<file path="config.mk">
export PLATFORM = sky130hd
export DESIGN_NAME = ps2_key_event_flat
export DESIGN_NICKNAME = d
export VERILOG_FILES = /design/src/rtl/ps2_pkg.sv /design/src/rtl/ps2_key_event_if.sv /design/src/rtl/ps2_held_tracker.sv /design/src/rtl/ps2_key_event.sv /design/src/flat_wrapper.sv
export SDC_FILE = /design/constraint.sdc
export NUM_CORES = 1
export LEC_CHECK = 0
export CAP_MARGIN = 20
export CORE_MARGIN = 2
export CORE_UTILIZATION = 44
export DETAILED_ROUTE_END_ITERATION = 6
export GPL_TIMING_DRIVEN = 0
export PLACE_DENSITY = 0.77
export SLEW_MARGIN = 20
export SYNTH_ARGS = -nofsm -noshare
export SYNTH_HDL_FRONTEND = slang
export SYNTH_SLANG_ARGS = --single-unit
</file>
<file path="constraint.sdc">
create_clock -name clk -period 5.1 [get_ports clk]
set_input_delay 1.275 -clock clk [delete_from_list [all_inputs] [get_ports clk]]
set_output_delay 1.275 -clock clk [all_outputs]
set_load 0.005 [all_outputs]
</file>
<file path="src/rtl/ps2_pkg.sv">
// Shared constants and types for the PS/2 scan-code event decoder.
// Prefix bytes, discard codes, FSM state and a byte classifier live here.
package ps2_pkg;

    localparam logic [7:0] PS2_PFX_EXT = 8'hE0;
    localparam logic [7:0] PS2_PFX_BRK = 8'hF0;

    // Controller/status bytes that are never part of a key sequence
    localparam logic [7:0] PS2_BAT_OK  = 8'hAA;
    localparam logic [7:0] PS2_ACK     = 8'hFA;
    localparam logic [7:0] PS2_ECHO    = 8'hEE;
    localparam logic [7:0] PS2_RESEND  = 8'hFE;
    localparam logic [7:0] PS2_PAUSE   = 8'hE1;

    typedef enum logic {
        IDLE = 1'b0,
        POP  = 1'b1
    } ps2_state_e;

    typedef enum logic [1:0] {
        BYTE_KEY     = 2'd0,
        BYTE_EXT     = 2'd1,
        BYTE_BRK     = 2'd2,
        BYTE_DISCARD = 2'd3
    } ps2_byte_e;

    function automatic ps2_byte_e ps2_classify(input logic [7:0] b);
        ps2_byte_e c;
        case (b)
            PS2_PFX_EXT: c = BYTE_EXT;
            PS2_PFX_BRK: c = BYTE_BRK;
            PS2_BAT_OK, PS2_ACK, PS2_ECHO, PS2_RESEND, PS2_PAUSE: c = BYTE_DISCARD;
            default:     c = BYTE_KEY;
        endcase
        return c;
    endfunction

endpackage

</file>
<file path="src/rtl/ps2_key_event_if.sv">
// Link between the PS/2 receiver FIFO (master) and the key-event decoder (slave).
// Handshake: fifo_data is valid whenever fifo_ready=1; the slave pops the head byte by
// driving nextdata_n=0 for exactly one cycle, and the FIFO advances on that cycle's clock edge.
interface ps2_key_event_if;
    logic [7:0] fifo_data;
    logic       fifo_ready;
    logic       fifo_overflow;
    logic       nextdata_n;

    modport master (
        output fifo_data,
        output fifo_ready,
        output fifo_overflow,
        input  nextdata_n
    );

    modport slave (
        input  fifo_data,
        input  fifo_ready,
        input  fifo_overflow,
        output nextdata_n
    );
endinterface

</file>
<file path="src/rtl/ps2_held_tracker.sv">
// Held-key state, typematic repeat detection and the wrapping press counter.
// Updates only on completed key events from the parent decoder.
module ps2_held_tracker #(
    parameter int CNT_W = 8
) (
    input  logic             clk,
    input  logic             clrn,
    input  logic             i_evt,
    input  logic             i_brk,
    input  logic             i_ext,
    input  logic [7:0]       i_code,
    output logic             o_repeat,
    output logic             o_held_valid,
    output logic [7:0]       o_held_code,
    output logic [CNT_W-1:0] o_press_cnt
);

    logic             r_held_valid;
    logic             r_held_ext;
    logic [7:0]       r_held_code;
    logic [CNT_W-1:0] r_press_cnt;
    logic             w_match;

    assign w_match  = r_held_valid && (r_held_code == i_code) && (r_held_ext == i_ext);
    assign o_repeat = w_match && !i_brk;

    always_ff @(posedge clk) begin
        if (!clrn) begin
            r_held_valid <= 1'b0;
            r_held_ext   <= 1'b0;
            r_held_code  <= 8'h00;
            r_press_cnt  <= '0;
        end else if (i_evt) begin
            if (!i_brk) begin
                if (!w_match) begin
                    r_held_valid <= 1'b1;
                    r_held_ext   <= i_ext;
                    r_held_code  <= i_code;
                    r_press_cnt  <= r_press_cnt + 1'b1;
                end
            end else if (w_match) begin
                // Release keeps the last code visible for the display path
                r_held_valid <= 1'b0;
            end
        end
    end

    assign o_held_valid = r_held_valid;
    assign o_held_code  = r_held_code;
    assign o_press_cnt  = r_press_cnt;

endmodule

</file>
<file path="src/rtl/ps2_key_event.sv">
// PS/2 scan-code consumer: pops receiver FIFO bytes, strips E0/F0 prefixes and
// emits one key event per completed sequence, with held-key tracking.
module ps2_key_event
    import ps2_pkg::*;
#(
    parameter int CNT_W = 8
) (
    input  logic             clk,
    input  logic             clrn,
    ps2_key_event_if.slave   fifo,
    output logic             key_valid,
    output logic [7:0]       key_code,
    output logic             key_ext,
    output logic             key_release,
    output logic             key_repeat,
    output logic             held_valid,
    output logic [7:0]       held_code,
    output logic [CNT_W-1:0] press_cnt,
    output logic             ovf_err,
    output ps2_state_e       o_dbg_state
);

    ps2_state_e r_state;
    ps2_state_e w_state_nxt;

    logic [7:0] r_byte;
    logic       r_ext;
    logic       r_brk;
    logic       r_key_valid;
    logic [7:0] r_key_code;
    logic       r_key_ext;
    logic       r_key_release;
    logic       r_key_repeat;
    logic       r_ovf_err;

    logic       w_latch;
    logic       w_pop;
    logic       w_nextdata_n;
    logic       w_evt;
    logic       w_repeat;
    ps2_byte_e  w_class;

    always_ff @(posedge clk) begin
        if (!clrn) begin
            r_state <= IDLE;
        end else begin
            r_state <= w_state_nxt;
        end
    end

    always_comb begin
        w_state_nxt = r_state;
        case (r_state)
            IDLE:    if (fifo.fifo_ready) w_state_nxt = POP;
            POP:     w_state_nxt = IDLE;
            default: w_state_nxt = IDLE;
        endcase
    end

    // Strobe is gated by clrn so a reset landing mid-pop drops it at once
    always_comb begin
        w_latch      = (r_state == IDLE) && fifo.fifo_ready;
        w_pop        = (r_state == POP);
        w_nextdata_n = !(w_pop && clrn);
    end

    assign w_class = ps2_classify(r_byte);
    assign w_evt   = w_pop && (w_class == BYTE_KEY);

    always_ff @(posedge clk) begin
        if (!clrn) begin
            r_byte        <= 8'h00;
            r_ext         <= 1'b0;
            r_brk         <= 1'b0;
            r_key_valid   <= 1'b0;
            r_key_code    <= 8'h00;
            r_key_ext     <= 1'b0;
            r_key_release <= 1'b0;
            r_key_repeat  <= 1'b0;
        end else begin
            r_key_valid <= w_evt;
            if (w_latch) begin
                r_byte <= fifo.fifo_data;
            end
            if (w_pop) begin
                case (w_class)
                    BYTE_EXT: r_ext <= 1'b1;
                    BYTE_BRK: r_brk <= 1'b1;
                    BYTE_DISCARD: begin
                        r_ext <= 1'b0;
                        r_brk <= 1'b0;
                    end
                    default: begin
                        r_ext         <= 1'b0;
                        r_brk         <= 1'b0;
                        r_key_code    <= r_byte;
                        r_key_ext     <= r_ext;
                        r_key_release <= r_brk;
                        r_key_repeat  <= w_repeat;
                    end
                endcase
            end
        end
    end

    always_ff @(posedge clk) begin
        if (!clrn) begin
            r_ovf_err <= 1'b0;
        end else if (fifo.fifo_overflow) begin
            r_ovf_err <= 1'b1;
        end
    end

    ps2_held_tracker #(
        .CNT_W (CNT_W)
    ) u_held (
        .clk          (clk),
        .clrn         (clrn),
        .i_evt        (w_evt),
        .i_brk        (r_brk),
        .i_ext        (r_ext),
        .i_code       (r_byte),
        .o_repeat     (w_repeat),
        .o_held_valid (held_valid),
        .o_held_code  (held_code),
        .o_press_cnt  (press_cnt)
    );

    assign fifo.nextdata_n = w_nextdata_n;
    assign key_valid       = r_key_valid;
    assign key_code        = r_key_code;
    assign key_ext         = r_key_ext;
    assign key_release     = r_key_release;
    assign key_repeat      = r_key_repeat;
    assign ovf_err         = r_ovf_err;
    assign o_dbg_state     = r_state;

endmodule

</file>
<file path="src/flat_wrapper.sv">
// flat-port wrapper written by rule: the top's interface ports become plain ports
module ps2_key_event_flat import ps2_pkg::*;
#(
    parameter int CNT_W = 8
)
  (clk, clrn, key_valid, key_code, key_ext, key_release, key_repeat, held_valid, held_code, press_cnt, ovf_err, o_dbg_state, fifo_fifo_data, fifo_fifo_ready, fifo_fifo_overflow, fifo_nextdata_n);
  ps2_key_event_if fifo_i ();
  input  logic clk;
  input  logic clrn;
  output logic key_valid;
  output logic [7:0] key_code;
  output logic key_ext;
  output logic key_release;
  output logic key_repeat;
  output logic held_valid;
  output logic [7:0] held_code;
  output logic [CNT_W-1:0] press_cnt;
  output logic ovf_err;
  output ps2_state_e o_dbg_state;
  input wire logic [$bits(fifo_i.fifo_data)-1:0] fifo_fifo_data;
  input wire logic [$bits(fifo_i.fifo_ready)-1:0] fifo_fifo_ready;
  input wire logic [$bits(fifo_i.fifo_overflow)-1:0] fifo_fifo_overflow;
  output wire logic [$bits(fifo_i.nextdata_n)-1:0] fifo_nextdata_n;
  assign fifo_i.fifo_data = fifo_fifo_data;
  assign fifo_i.fifo_ready = fifo_fifo_ready;
  assign fifo_i.fifo_overflow = fifo_fifo_overflow;
  assign fifo_nextdata_n = fifo_i.nextdata_n;
  ps2_key_event #(.CNT_W(CNT_W)) u_core (.clk(clk), .clrn(clrn), .fifo(fifo_i), .key_valid(key_valid), .key_code(key_code), .key_ext(key_ext), .key_release(key_release), .key_repeat(key_repeat), .held_valid(held_valid), .held_code(held_code), .press_cnt(press_cnt), .ovf_err(ovf_err), .o_dbg_state(o_dbg_state));
endmodule
</file>
Word-level counts from Yosys, hierarchy flattened:

Index checks and enable logic that the tools add are counted.

* output and inout port bits: 32
* bits of input ports: 12
* flip-flop bits (word level): 42

* reduce and logical (&&, ||, !) cells: 16
* bitwise logic cells: 6
* equal/unequal tests: 14
* multiplexer cells: 8
* $add $sub $neg: 1

Operator list (number)
* == test 8 bit (second input constant): 7
* adder 8 x 1 -> 8 bit (second input constant): 1
* == test 8 bit: 1
* logical AND 1 bit: 6
* inverter 1 bit: 6
* case mux 1 bit (2 select lines): 3
* case mux 2 bit (3 select lines): 1
* AND reduction 2 bit: 3
* AND reduction 3 bit: 2
* OR reduction 5 bit: 1
* == test 2 bit (second input constant): 2
* two-way mux 1 bit: 4
* OR reduction 3 bit: 1
* == test 2 x 1 -> 1 bit (second input constant): 1
* zero test 1 bit: 2
* zero test 2 bit: 1
* != test 2 x 1 -> 1 bit (second input constant): 1
* != test 2 bit (second input constant): 1
* == test 1 bit: 1

Longest topological paths before layout:

* depth in word-level cells: 7
* mapped depth: 9
* mapped depth without buffers: 7

Modules after synthesis:

Synthesis repeated with hierarchy kept, for this count alone.

* cells, all modules: 212
* area, all modules: 1813.0 sq um

By module, submodules not included
* ps2_key_event: area an instance 988.4 sq um, cells an instance 113, instances 1, sequential area each 480.5 sq um
* ps2_held_tracker: area an instance 824.5 sq um, cells an instance 99, instances 1, sequential area each 360.3 sq um

Least setup slack after synthesis:

OpenSTA, ideal clock, no wires.

* path type: input port to output port
* start: in clrn
* end: out fifo_nextdata_n
* path slack: 2.202 ns
* path buffers: 1
* stages on the path: 2
* data required time: 3.825 ns
* arrival time: 1.623 ns
* path through: clkbuf_1 -> nand2_1

* cells in the longest elaborated chain, start to end: 2

RTL lines
* start, declared: line flat_wrapper.sv:9 `input logic clrn;`
* logical AND 1 bit: line ps2_key_event.sv:64 `w_nextdata_n = !(w_pop && clrn);`
* zero test 1 bit: line ps2_key_event.sv:64
* end, declared: line flat_wrapper.sv:23 `output wire logic [$bits(fifo_i.nextdata_n)-1:0] fifo_nextdata_n;`

No other way between the ends.

Final worst setup path:

Same ends and word-level chain as after synthesis.

==> reports/qor.yml <==
run_status:
  status: "finished clean"
logic_synthesis:
  synth_top_cell_area_share_pct: 43.84
  synth_cell_types: 44
  yosys_warnings: 0
  synth_area_leaders: "dfxtp_1 44%, a21oi_1 8.6%, nand3_1 5.7%, nand2_1 4.9%, o21ai_1 4.4%"
  synth_enable_flop_cells: 0
  yosysSeqAreaShare_pct: 43.84
  synthesis.nets: 240
  ys.flop_type: "dfxtp_1"
  syn_inst: 225
  synth.avg_cell_area_sq_um: 8.525
  ys_ff_latch: 42
  syn_area_sq_um: 1918
  async_flop_share_pct: 0
  synth.largest_area_cell: "dfxtp_1"
power:
  vdd_drop_max_v: 0.0001892
  power.leakage_nw: 0.8675
  power-per-cell-area_nw_per_um2: 259.5
timing:
  rsz0062_at_grt: "false"
  max_freq_ghz: 0.2900
  hold_viol: 0
  finalCriticalPeriod_ps: 3448
  period_share_pct: 67.60
  max_slew_margin_pct: 64.54
  tns_ps: 0
  setup_viol: 0
  fin_skew_ps: 3.757
  worst_slew_pin_slew_ps: 530.9
  slew_viol_final: 0
detailed_routing:
  wl_met1_um: 2144
  dr.max_layer_used: "met4"
  drt-total-wl_um: 4697
  via_count: 1832
  via_per_inst: 5.602
  wl_per_cell_um: 14.36
  drtIter0Drc: 62
  route.met3.wl_um: 295
  drc: 0
  detail-route-antenna-nets: 0
  wl_met2_um: 2154
  drt-pass1-iter-count: 4
grt:
  grt_pass1_wl_um: 7935
  grt_max_degree: 13
  antenna_found_initial: 0
  grt_pass1_vias: 1666
  overflow: 0
  grt_use_total_pct: 20.13
die:
  die_w_um: 70.03
  dieHeight_um: 70.03
  core_area_sq_um: 4264
  io_pins: 44
  rows: 24
  start_util_pct: 44.98
  dieArea_sq_um: 4904
setup_path:
  critPathBufInv: 2
  worst-path-max-fanout: 10
  cpPeakStageDelay_ps: 450
  critPathRequiredTime_ps: 3830
  slowest_stage: "clkdlybuf4s50_1"
  critPathLaunch: "clrn"
  crit_arrival_ps: 2170
  cp-start-kind: "input port"
  timing.rr.start: "u_core.r_byte[5]"
  end_kind: "primary output"
  critical_path_class: "in -> out"
  worstPathCellList: "clkbuf_1 > nand2_1 > clkdlybuf4s50_1"
  crit_family: "buffers and inverters"
  r2r_slack_ps: 2840
hold_path:
  hold_class: "reg -> reg"
  min_from: "u_core.ovf_err"
finish:
  area_growth_pct: 30.07
  num-nets-final: 289
  n_antenna_cell: 0
  stdcell_count: 327
  drive_gt1_share_pct: 9.818
clocking:
  cts_tree: "done"
  cts_buffer_depth: 2
  cts_resized: 0
  ctsHtreeMaxLevel: 2
  numCtsBuffers: 5
  clock_latency_ps: 300
  postCtsSetupRepairBufs: 0
  cts_hold_buf: 0
  cts_sinks: 42
  path_clk_slew_ps: 80
  root_buffer: "clkbuf_8"
run:
  cap_violations: 0
placed_design:
  dp_hpwl_um: 3284
  place_congestion: 0.8613
  placed_cells: 319
  io_buffers: 42
## final timing paths
path / to / cells after the start
setup / recovery: fifo_nextdata_n / 3
hold / removal: u_core.ovf_err / 2
setup reg to reg: u_core.u_held.o_press_cnt[3] / 7
hold reg to reg: u_core.ovf_err / 2
## stage by stage
stage	power (W)	hold WS, ps	cell area [sq um]	worst slack [ps]	util (%)
final	0.0006473	475.4	2495	1652	58.51
after global routing	0.0006742	508.2	2495	1571	58.51
after CTS	0.0006530	485.6	2495	1631	58.51
after detailed placement	0.0004322	466.7	2404	1629	56.37
after global placement	0.0004306	445.5	2404	1655	56.37
after floorplan	0.0003986	456.4	1918	2202	-
## flip-flops by register name, summed over array words and instances (netlist names)
name and flops:
u_core.r_brk 1, u_core.u_held.r_held_ext 1, u_core.u_held.o_held_valid 1, u_core.key_code 8, u_core.key_ext 1, u_core.key_repeat 1, u_core.ovf_err 1, u_core.o_dbg_state 1
u_core.key_release 1, u_core.key_valid 1, u_core.u_held.o_press_cnt 8, u_core.u_held.o_held_code 8, u_core.r_ext 1, u_core.r_byte 8
## tightest hold or removal path: stages (launching register included)
cell	delay, ps
dfxtp_1	330
nor2_1	50
nor2_1	70
## metal layers
layer | track usage (%) | up-vias
met5 | 0 | -
met4 | 7.051 | 0
met3 | 4.618 | 12
met2 | 33.33 | 65
met1 | 25.75 | 852
li1 | - | 903
## report_power, final
group          internal (W)  total (W)  switching, W
clock network      0.000109   0.000223      0.000114
registers          0.000338   0.000350     0.0000122
logic             0.0000364  0.0000746     0.0000382
## cells by family after synthesis
kind of cell	Yosys count	share of synthesized area (%)
fa+ha+maj	3	1.957
compound gates	72	23.55
buf+inv	22	5.479
mux	2	1.044
flops	42	43.84
xor+xnor	9	4.110
simple gates	75	20.03
## area by class of cell
class / instances / area, sq um
clock inverters: 1 / 5.005
plain buffers: 17 / 86.33
inverters: 5 / 18.77
well taps: 52 / 65.06
multi-input cells: 161 / 972.2
fillers: 416 / 1769
clock buffers: 7 / 86.33
flip-flops and latches: 42 / 840.8
repair buffers: 42 / 420.4
## synthesized netlist by cell type (3+ instances only)
cell and count:
nand2_1 25, ha_1 3, o21ai_0 6, dfxtp_1 42, o21ai_1 17, nand2b_1 4, xor2_1 8, buf_2 5
inv_1 4, nor4_1 3, clkbuf_1 7, a21oi_1 33, nand3_1 22, nor2_1 6, nand4_1 3, o31ai_1 3
## cells in the final DEF, fill, tap and decap left out, types with 2 or more instances in the layout
cell type / instances
mux2i_1: 2
or4_1: 2
nand4_1: 3
buf_6: 2
o21ai_0: 6
nand2b_1: 4
nand3_1: 22
a21oi_2: 2
nor4_1: 3
o21ai_1: 17
inv_1: 4
clkbuf_1: 8
nor2_1: 6
nand2_1: 25
clkbuf_8: 6
buf_1: 2
buf_2: 5
o41ai_1: 2
o31ai_1: 3
clkdlybuf4s50_1: 42
a21oi_1: 33
dfxtp_1: 42
xor2_1: 8
ha_1: 3
(Power assumes the default switching activity.)
